File: config.mk
export PLATFORM = sky130hd
export DESIGN_NAME = conv_result_collector
export DESIGN_NICKNAME = d
export VERILOG_FILES = /design/src/rtl/conv_pkg.sv /design/src/rtl/conv_max4.sv /design/src/rtl/conv_result_collector.sv
export SDC_FILE = /design/constraint.sdc
export NUM_CORES = 1
export LEC_CHECK = 0
export BUFFER_PORTS_ARGS = -buffer_cell sky130_fd_sc_hd__buf_2
export CAP_MARGIN = 20
export CORE_MARGIN = 3
export CORE_UTILIZATION = 48
export DETAILED_ROUTE_END_ITERATION = 7
export GPL_TIMING_DRIVEN = 0
export PLACE_DENSITY = 0.75
export SLEW_MARGIN = 10
export SYNTH_ARGS = -nofsm -noshare
export SYNTH_HDL_FRONTEND = slang
export SYNTH_SLANG_ARGS = --single-unit
File: constraint.sdc
create_clock -name clk -period 2 [get_ports clk]
set_input_delay 0.4 -clock clk [delete_from_list [all_inputs] [get_ports clk]]
set_output_delay 0.4 -clock clk [all_outputs]
set_load 0.02 [all_outputs]
File: src/rtl/conv_pkg.sv
// Shared definitions for the systolic convolution pipeline.
// The input sequencer and the result collector both use these capture constants.
package conv_pkg;

  // Result collector control states.
  typedef enum logic [1:0] {
    IDLE = 2'd0,
    RUN  = 2'd1,
    HOLD = 2'd2
  } conv_state_t;

  // Width of the array output and of each captured result.
  localparam int CONV_DATA_W     = 8;
  // Run-counter value at which C11 is final on the array output.
  localparam int CONV_FIRST_CAP  = 7;
  // Counter distance between successive finals (C12, C21, C22).
  localparam int CONV_CAP_STRIDE = 3;
  // Run-counter width; must hold CONV_FIRST_CAP + 3*CONV_CAP_STRIDE.
  localparam int CONV_CNT_W      = 5;
  // Number of results in one 2x2 output tile.
  localparam int CONV_NUM_RES    = 4;

endpackage

File: src/rtl/conv_max4.sv
// Combinational unsigned maximum of four values.
// It is used as the 2x2 max-pool reduction of a result tile.
module conv_max4 #(
  parameter int W = 8
) (
  input  logic [W-1:0] a,
  input  logic [W-1:0] b,
  input  logic [W-1:0] c,
  input  logic [W-1:0] d,
  output logic [W-1:0] y
);

  logic [W-1:0] max_ab;
  logic [W-1:0] max_cd;

  // Two-level compare tree: two pairwise maxima, then the larger of those two.
  always_comb begin
    max_ab = (a > b) ? a : b;
    max_cd = (c > d) ? c : d;
    y      = (max_ab > max_cd) ? max_ab : max_cd;
  end

endmodule

File: src/rtl/conv_result_collector.sv
// Collects the four final 3x3 convolution results (C11, C12, C21, C22) from the
// systolic array's serial output. The results are captured at fixed counter
// offsets after start, then held for the consumer until a valid/ready handshake.
// Optional feature: define CONV_MAXPOOL_EN to add pool_out, which is the max of
// the four results and is registered together with res_valid.
module conv_result_collector
  import conv_pkg::*;
#(
  parameter int DATA_W     = CONV_DATA_W,
  parameter int FIRST_CAP  = CONV_FIRST_CAP,
  parameter int CAP_STRIDE = CONV_CAP_STRIDE,
  parameter int CNT_W      = CONV_CNT_W
) (
  input  logic              clk,
  input  logic              rst,
  input  logic              start,
  input  logic              clr,
  input  logic [DATA_W-1:0] din,
  output logic              busy,
  output logic [DATA_W-1:0] c11,
  output logic [DATA_W-1:0] c12,
  output logic [DATA_W-1:0] c21,
  output logic [DATA_W-1:0] c22,
  output logic              res_valid,
  input  logic              res_ready,
  output logic              overrun
`ifdef CONV_MAXPOOL_EN
  ,
  output logic [DATA_W-1:0] pool_out
`endif
);

  conv_state_t       state_reg, state_next;
  logic [CNT_W-1:0]  cnt_reg, cnt_next;
  logic [1:0]        idx_reg, idx_next;
  logic              overrun_reg, overrun_next;
  logic              busy_reg;
  logic              res_valid_reg;
  logic              cap_en;
  logic [CNT_W-1:0]  cap_target;
  logic [DATA_W-1:0] res_reg  [CONV_NUM_RES];
  logic [DATA_W-1:0] res_next [CONV_NUM_RES];

  // The counter value at which the result selected by idx is final on din.
  assign cap_target = CNT_W'(FIRST_CAP) + CNT_W'(CAP_STRIDE) * CNT_W'(idx_reg);

  // Next-state logic. clr overrides everything, including start and the handshake.
  always_comb begin
    state_next   = state_reg;
    cnt_next     = cnt_reg;
    idx_next     = idx_reg;
    overrun_next = overrun_reg;
    cap_en       = 1'b0;
    if (clr) begin
      state_next   = IDLE;
      cnt_next     = '0;
      idx_next     = '0;
      overrun_next = 1'b0;
    end else begin
      case (state_reg)
        IDLE: begin
          if (start) begin
            state_next = RUN;
            cnt_next   = CNT_W'(1);
            idx_next   = '0;
          end
        end
        RUN: begin
          if (start) overrun_next = 1'b1;
          cnt_next = cnt_reg + CNT_W'(1);
          if (cnt_reg == cap_target) begin
            cap_en   = 1'b1;
            idx_next = idx_reg + 2'd1;
            if (idx_reg == 2'd3) state_next = HOLD;
          end
          // Only reachable if the parameters do not fit the counter width.
          if (cnt_reg == '1) state_next = HOLD;
        end
        HOLD: begin
          if (start) overrun_next = 1'b1;
          if (res_valid_reg && res_ready) state_next = IDLE;
        end
        default: state_next = IDLE;
      endcase
    end
  end

  // Control registers. busy and res_valid are registered decodes of the next state.
  always_ff @(posedge clk or negedge rst) begin
    if (!rst) begin
      state_reg     <= IDLE;
      cnt_reg       <= '0;
      idx_reg       <= '0;
      overrun_reg   <= 1'b0;
      busy_reg      <= 1'b0;
      res_valid_reg <= 1'b0;
    end else begin
      state_reg     <= state_next;
      cnt_reg       <= cnt_next;
      idx_reg       <= idx_next;
      overrun_reg   <= overrun_next;
      busy_reg      <= (state_next == RUN);
      res_valid_reg <= (state_next == HOLD);
    end
  end

  // Each result slot loads din unchanged when its capture point is reached.
  generate
    for (genvar gi = 0; gi < CONV_NUM_RES; gi++) begin : g_res
      assign res_next[gi] = (cap_en && (idx_reg == 2'(gi))) ? din : res_reg[gi];
    end
  endgenerate

  // Result registers. Only reset clears them; clr and the handshake leave them intact.
  always_ff @(posedge clk or negedge rst) begin
    if (!rst) begin
      for (int i = 0; i < CONV_NUM_RES; i++) res_reg[i] <= '0;
    end else begin
      for (int i = 0; i < CONV_NUM_RES; i++) res_reg[i] <= res_next[i];
    end
  end

`ifdef CONV_MAXPOOL_EN
  logic [DATA_W-1:0] max_next;
  logic [DATA_W-1:0] pool_reg;

  // Max over the post-capture values, so C22 is included on the edge that enters HOLD.
  conv_max4 #(
    .W (DATA_W)
  ) u_max4 (
    .a (res_next[0]),
    .b (res_next[1]),
    .c (res_next[2]),
    .d (res_next[3]),
    .y (max_next)
  );

  // Latch the pooled value on the edge that enters HOLD.
  always_ff @(posedge clk or negedge rst) begin
    if (!rst) begin
      pool_reg <= '0;
    end else if ((state_reg == RUN) && (state_next == HOLD)) begin
      pool_reg <= max_next;
    end
  end

  assign pool_out = pool_reg;
`endif

  assign busy      = busy_reg;
  assign res_valid = res_valid_reg;
  assign overrun   = overrun_reg;
  assign c11       = res_reg[0];
  assign c12       = res_reg[1];
  assign c21       = res_reg[2];
  assign c22       = res_reg[3];

endmodule
==> flow_summary.ini <==
[sta]
hold_violations = 0
finClkSkew_ns = 0.00318
drv_slew = 0
period_minus_slack_ns = 2.03
max_slew_margin = 0.362
tightest_slew_ns = 0.957
worst_slack_ns = -0.0305
setup_viol = 32
post-route-period-util = 1.02
rsz0062_at_grt = yes
max_freq_mhz = 492

[yosys]
syn_nets = 177
ys.flop_type = dfrtp_1
async_reset_ff_frac = 1.00
synthAdderAreaFrac = 0.0644
synth_cells = 153
yosysSeqAreaShare = 0.516
synth_top_family_by_area = multiplexers
synth-compound-area-share = 0.0685
synth-edff-count = 0
synth_cell_types = 29
syn_area_per_cell_um2 = 14.0
synth_seq_cells = 44
syn_area_um2 = 2140
synthXorXnorAreaFrac = 0.0205
synth-simple-area-share = 0.0680
synth_mux_area_frac = 0.230
ys.warnings.count = 0

[worst_setup_path]
arrival_ns = 2.21
critical_path.endpoint = c21[7]$_DFFE_PN0P_
crit_type = flop to flop
required_ns = 2.18
end_kind = flop
cp_max_fo = 8
start_kind = flop
reg2reg_setup_slack_ns = -0.03
slowest_delay_ns = 0.41
reg2reg_depth = 7
cp_slowest_cell = dfrtp_2
r2r-end = c21[7]$_DFFE_PN0P_
cp_cell_sequence = buf_4 -> ha_2 -> xnor2_2 -> nand2_2 -> nor2_4 -> and3_4 -> mux2_4
worstSetupStartpoint = idx_reg[0]$_DFFE_PN0P_
worstReg2RegStart = idx_reg[0]$_DFFE_PN0P_

[clock_tree]
cts_buffer_depth = 2
numCtsBuffers = 5
cts_max_level = 2
path_clk_slew_ns = 0.08
cts-root-buf = clkbuf_8
clkSinkCount = 44
clock_latency_ns = 0.29
cts_tree = yes

[final_layout]
fin_util = 0.640
area_delta_synth_final_pct = 24.1
nNetsFinal = 236
drive_above_1_share = 0.545
n_antenna_cell = 0

[worst_hold_path]
min_path_type = input pin to asynchronous set/reset pin

[grt]
grt.overflow.total = 0
grt_pass1_vias = 1366
grt_pass1_wl_um = 6730
grt_max_degree = 45
gr-usage-all-layers = 0.165
antenna_found_initial = 0

[place]
place_congestion = 0.720
port_buffers = 47
pre_cts_ws_ns = -0.222
dp_hpwl_um = 2910

[detailed_routing]
drc = 0
wl_um = 4280
dr.pass1.iters = 4
via_per_inst = 5.31
ant_nets = 0
vias = 1397
dr.first_iter.drc_count = 60
wire_per_inst_um = 16.3

[floorplan]
boundaryPins = 48
die_w_um = 72.7
rows = 23
die_y_um = 72.7
start_util = 0.515
core-area_um2 = 4140
dieArea_um2 = 5290

[flow_run]
drv_cap = 0

[power_and_ir_drop]
cellPowerDensity_nw_per_um2 = 660
ir_drop_mv = 0.437
p_leak_nw = 1.39

[status]
violations = negative setup slack
status = finished, violations left
[cells in the mapped netlist, drive strengths merged, types with 3 or more instances]
cell,instances,area share
dfrtp,44,0.52
o21ai,8,0.019
nand2,5,0.0088
mux2,32,0.22
xnor2,3,0.012
inv,7,0.012
a21oi,5,0.012
a22o,3,0.012
and3,6,0.018
nor2,6,0.012
ha,11,0.064
buf,4,0.021
[through the flow]
stage	power (mW)	hold WS (ns)	TNS (ns)	cell area, um2	instances
floorplan	1.01	0.104	0	2150	153
global placement	1.07	0.481	-4.72	2450	250
detailed placement	1.08	0.484	-6.54	2450	250
CTS	1.75	0.284	0	2590	259
global route	1.83	0.334	-2.54	2650	263
finish	1.75	0.251	-0.484	2650	263
[timing repair]
action                                  4_1_cts  5_1_grt
endpoints found under the setup margin       36       35
buffers inserted                              5        4
gates resized for setup                       8       10
cloned                                        0        0
pin swaps                                     2        7
hold buffers                                  0        0
[final cells by class]
class                   instances  area (um2)
clock buffers                   6        72.6
inverters                       7        26.3
repair buffers                 56         303
flip-flops and latches         44        1100
fillers                       330        1490
well taps                      50        62.6
clock inverters                 2        35.0
multi-input cells              98        1050
[worst min-delay path by stage]
stage / to / slack (ns) / depth (start not counted)
2_1_floorplan: busy$_DFF_PN0_ / 0.10 / 0
3_3_place_gp: overrun$_DFFE_PN0P_ / 0.48 / 2
3_5_place_dp: overrun$_DFFE_PN0P_ / 0.48 / 2
4_1_cts: cnt_reg[1]$_DFFE_PN0P_ / 0.28 / 1
5_1_grt: c11[1]$_DFFE_PN0P_ / 0.33 / 1
6_report: c11[1]$_DFFE_PN0P_ / 0.25 / 1
[where the power goes]
| group | total, mW | switching [mW] | internal [mW] |
|---|---|---|---|
| Sequential | 0.919 | 0.0149 | 0.904 |
| Combinational | 0.166 | 0.101 | 0.0649 |
| Clock | 0.665 | 0.295 | 0.371 |
[cells by family (layout without fill, tap and decap cells)]
logic type | Yosys count | count (layout)
mux | 33 | 33
flops | 44 | 44
fa+ha+maj | 11 | 11
xor+xnor | 5 | 5
compound gates | 23 | 23
simple gates | 26 | 26
buf+inv | 11 | 71
[per-layer routing]
metal / wire (um) / GRT usage / part of all wire / vias to the layer above
li1: - / - / - / 659
met1: 1900 / 0.215 / 0.44 / 691
met2: 2050 / 0.269 / 0.48 / 40
met3: 253 / 0.0468 / 0.059 / 7
met4: 71 / 0.0430 / 0.017 / 0
met5: 0 / 0 / 0 / -
[worst max-delay path, delay by kind of cell (launching register included)]
kind	cells	cell delay (ns)
adder cells (fa/ha/maj)	1	0.21
multiplexers	1	0.33
buffers and inverters	1	0.16
XOR/XNOR	1	0.20
flip-flops	1	0.41
AND/OR/NAND/NOR	3	0.60
[placed cells by master (no fill, tap or decap), types with 2 or more instances in the layout]
cell / n
ha_2: 2
buf_2: 47
o21ai_0: 7
ha_1: 8
a22o_1: 3
xnor2_1: 2
dfrtp_1: 41
nor2_1: 5
dfrtp_2: 3
buf_4: 9
and3_1: 2
a21oi_1: 5
clkbuf_8: 5
and3_4: 4
mux2_4: 32
nand2_1: 4
inv_2: 2
inv_1: 5
(Power assumes the default switching activity.)
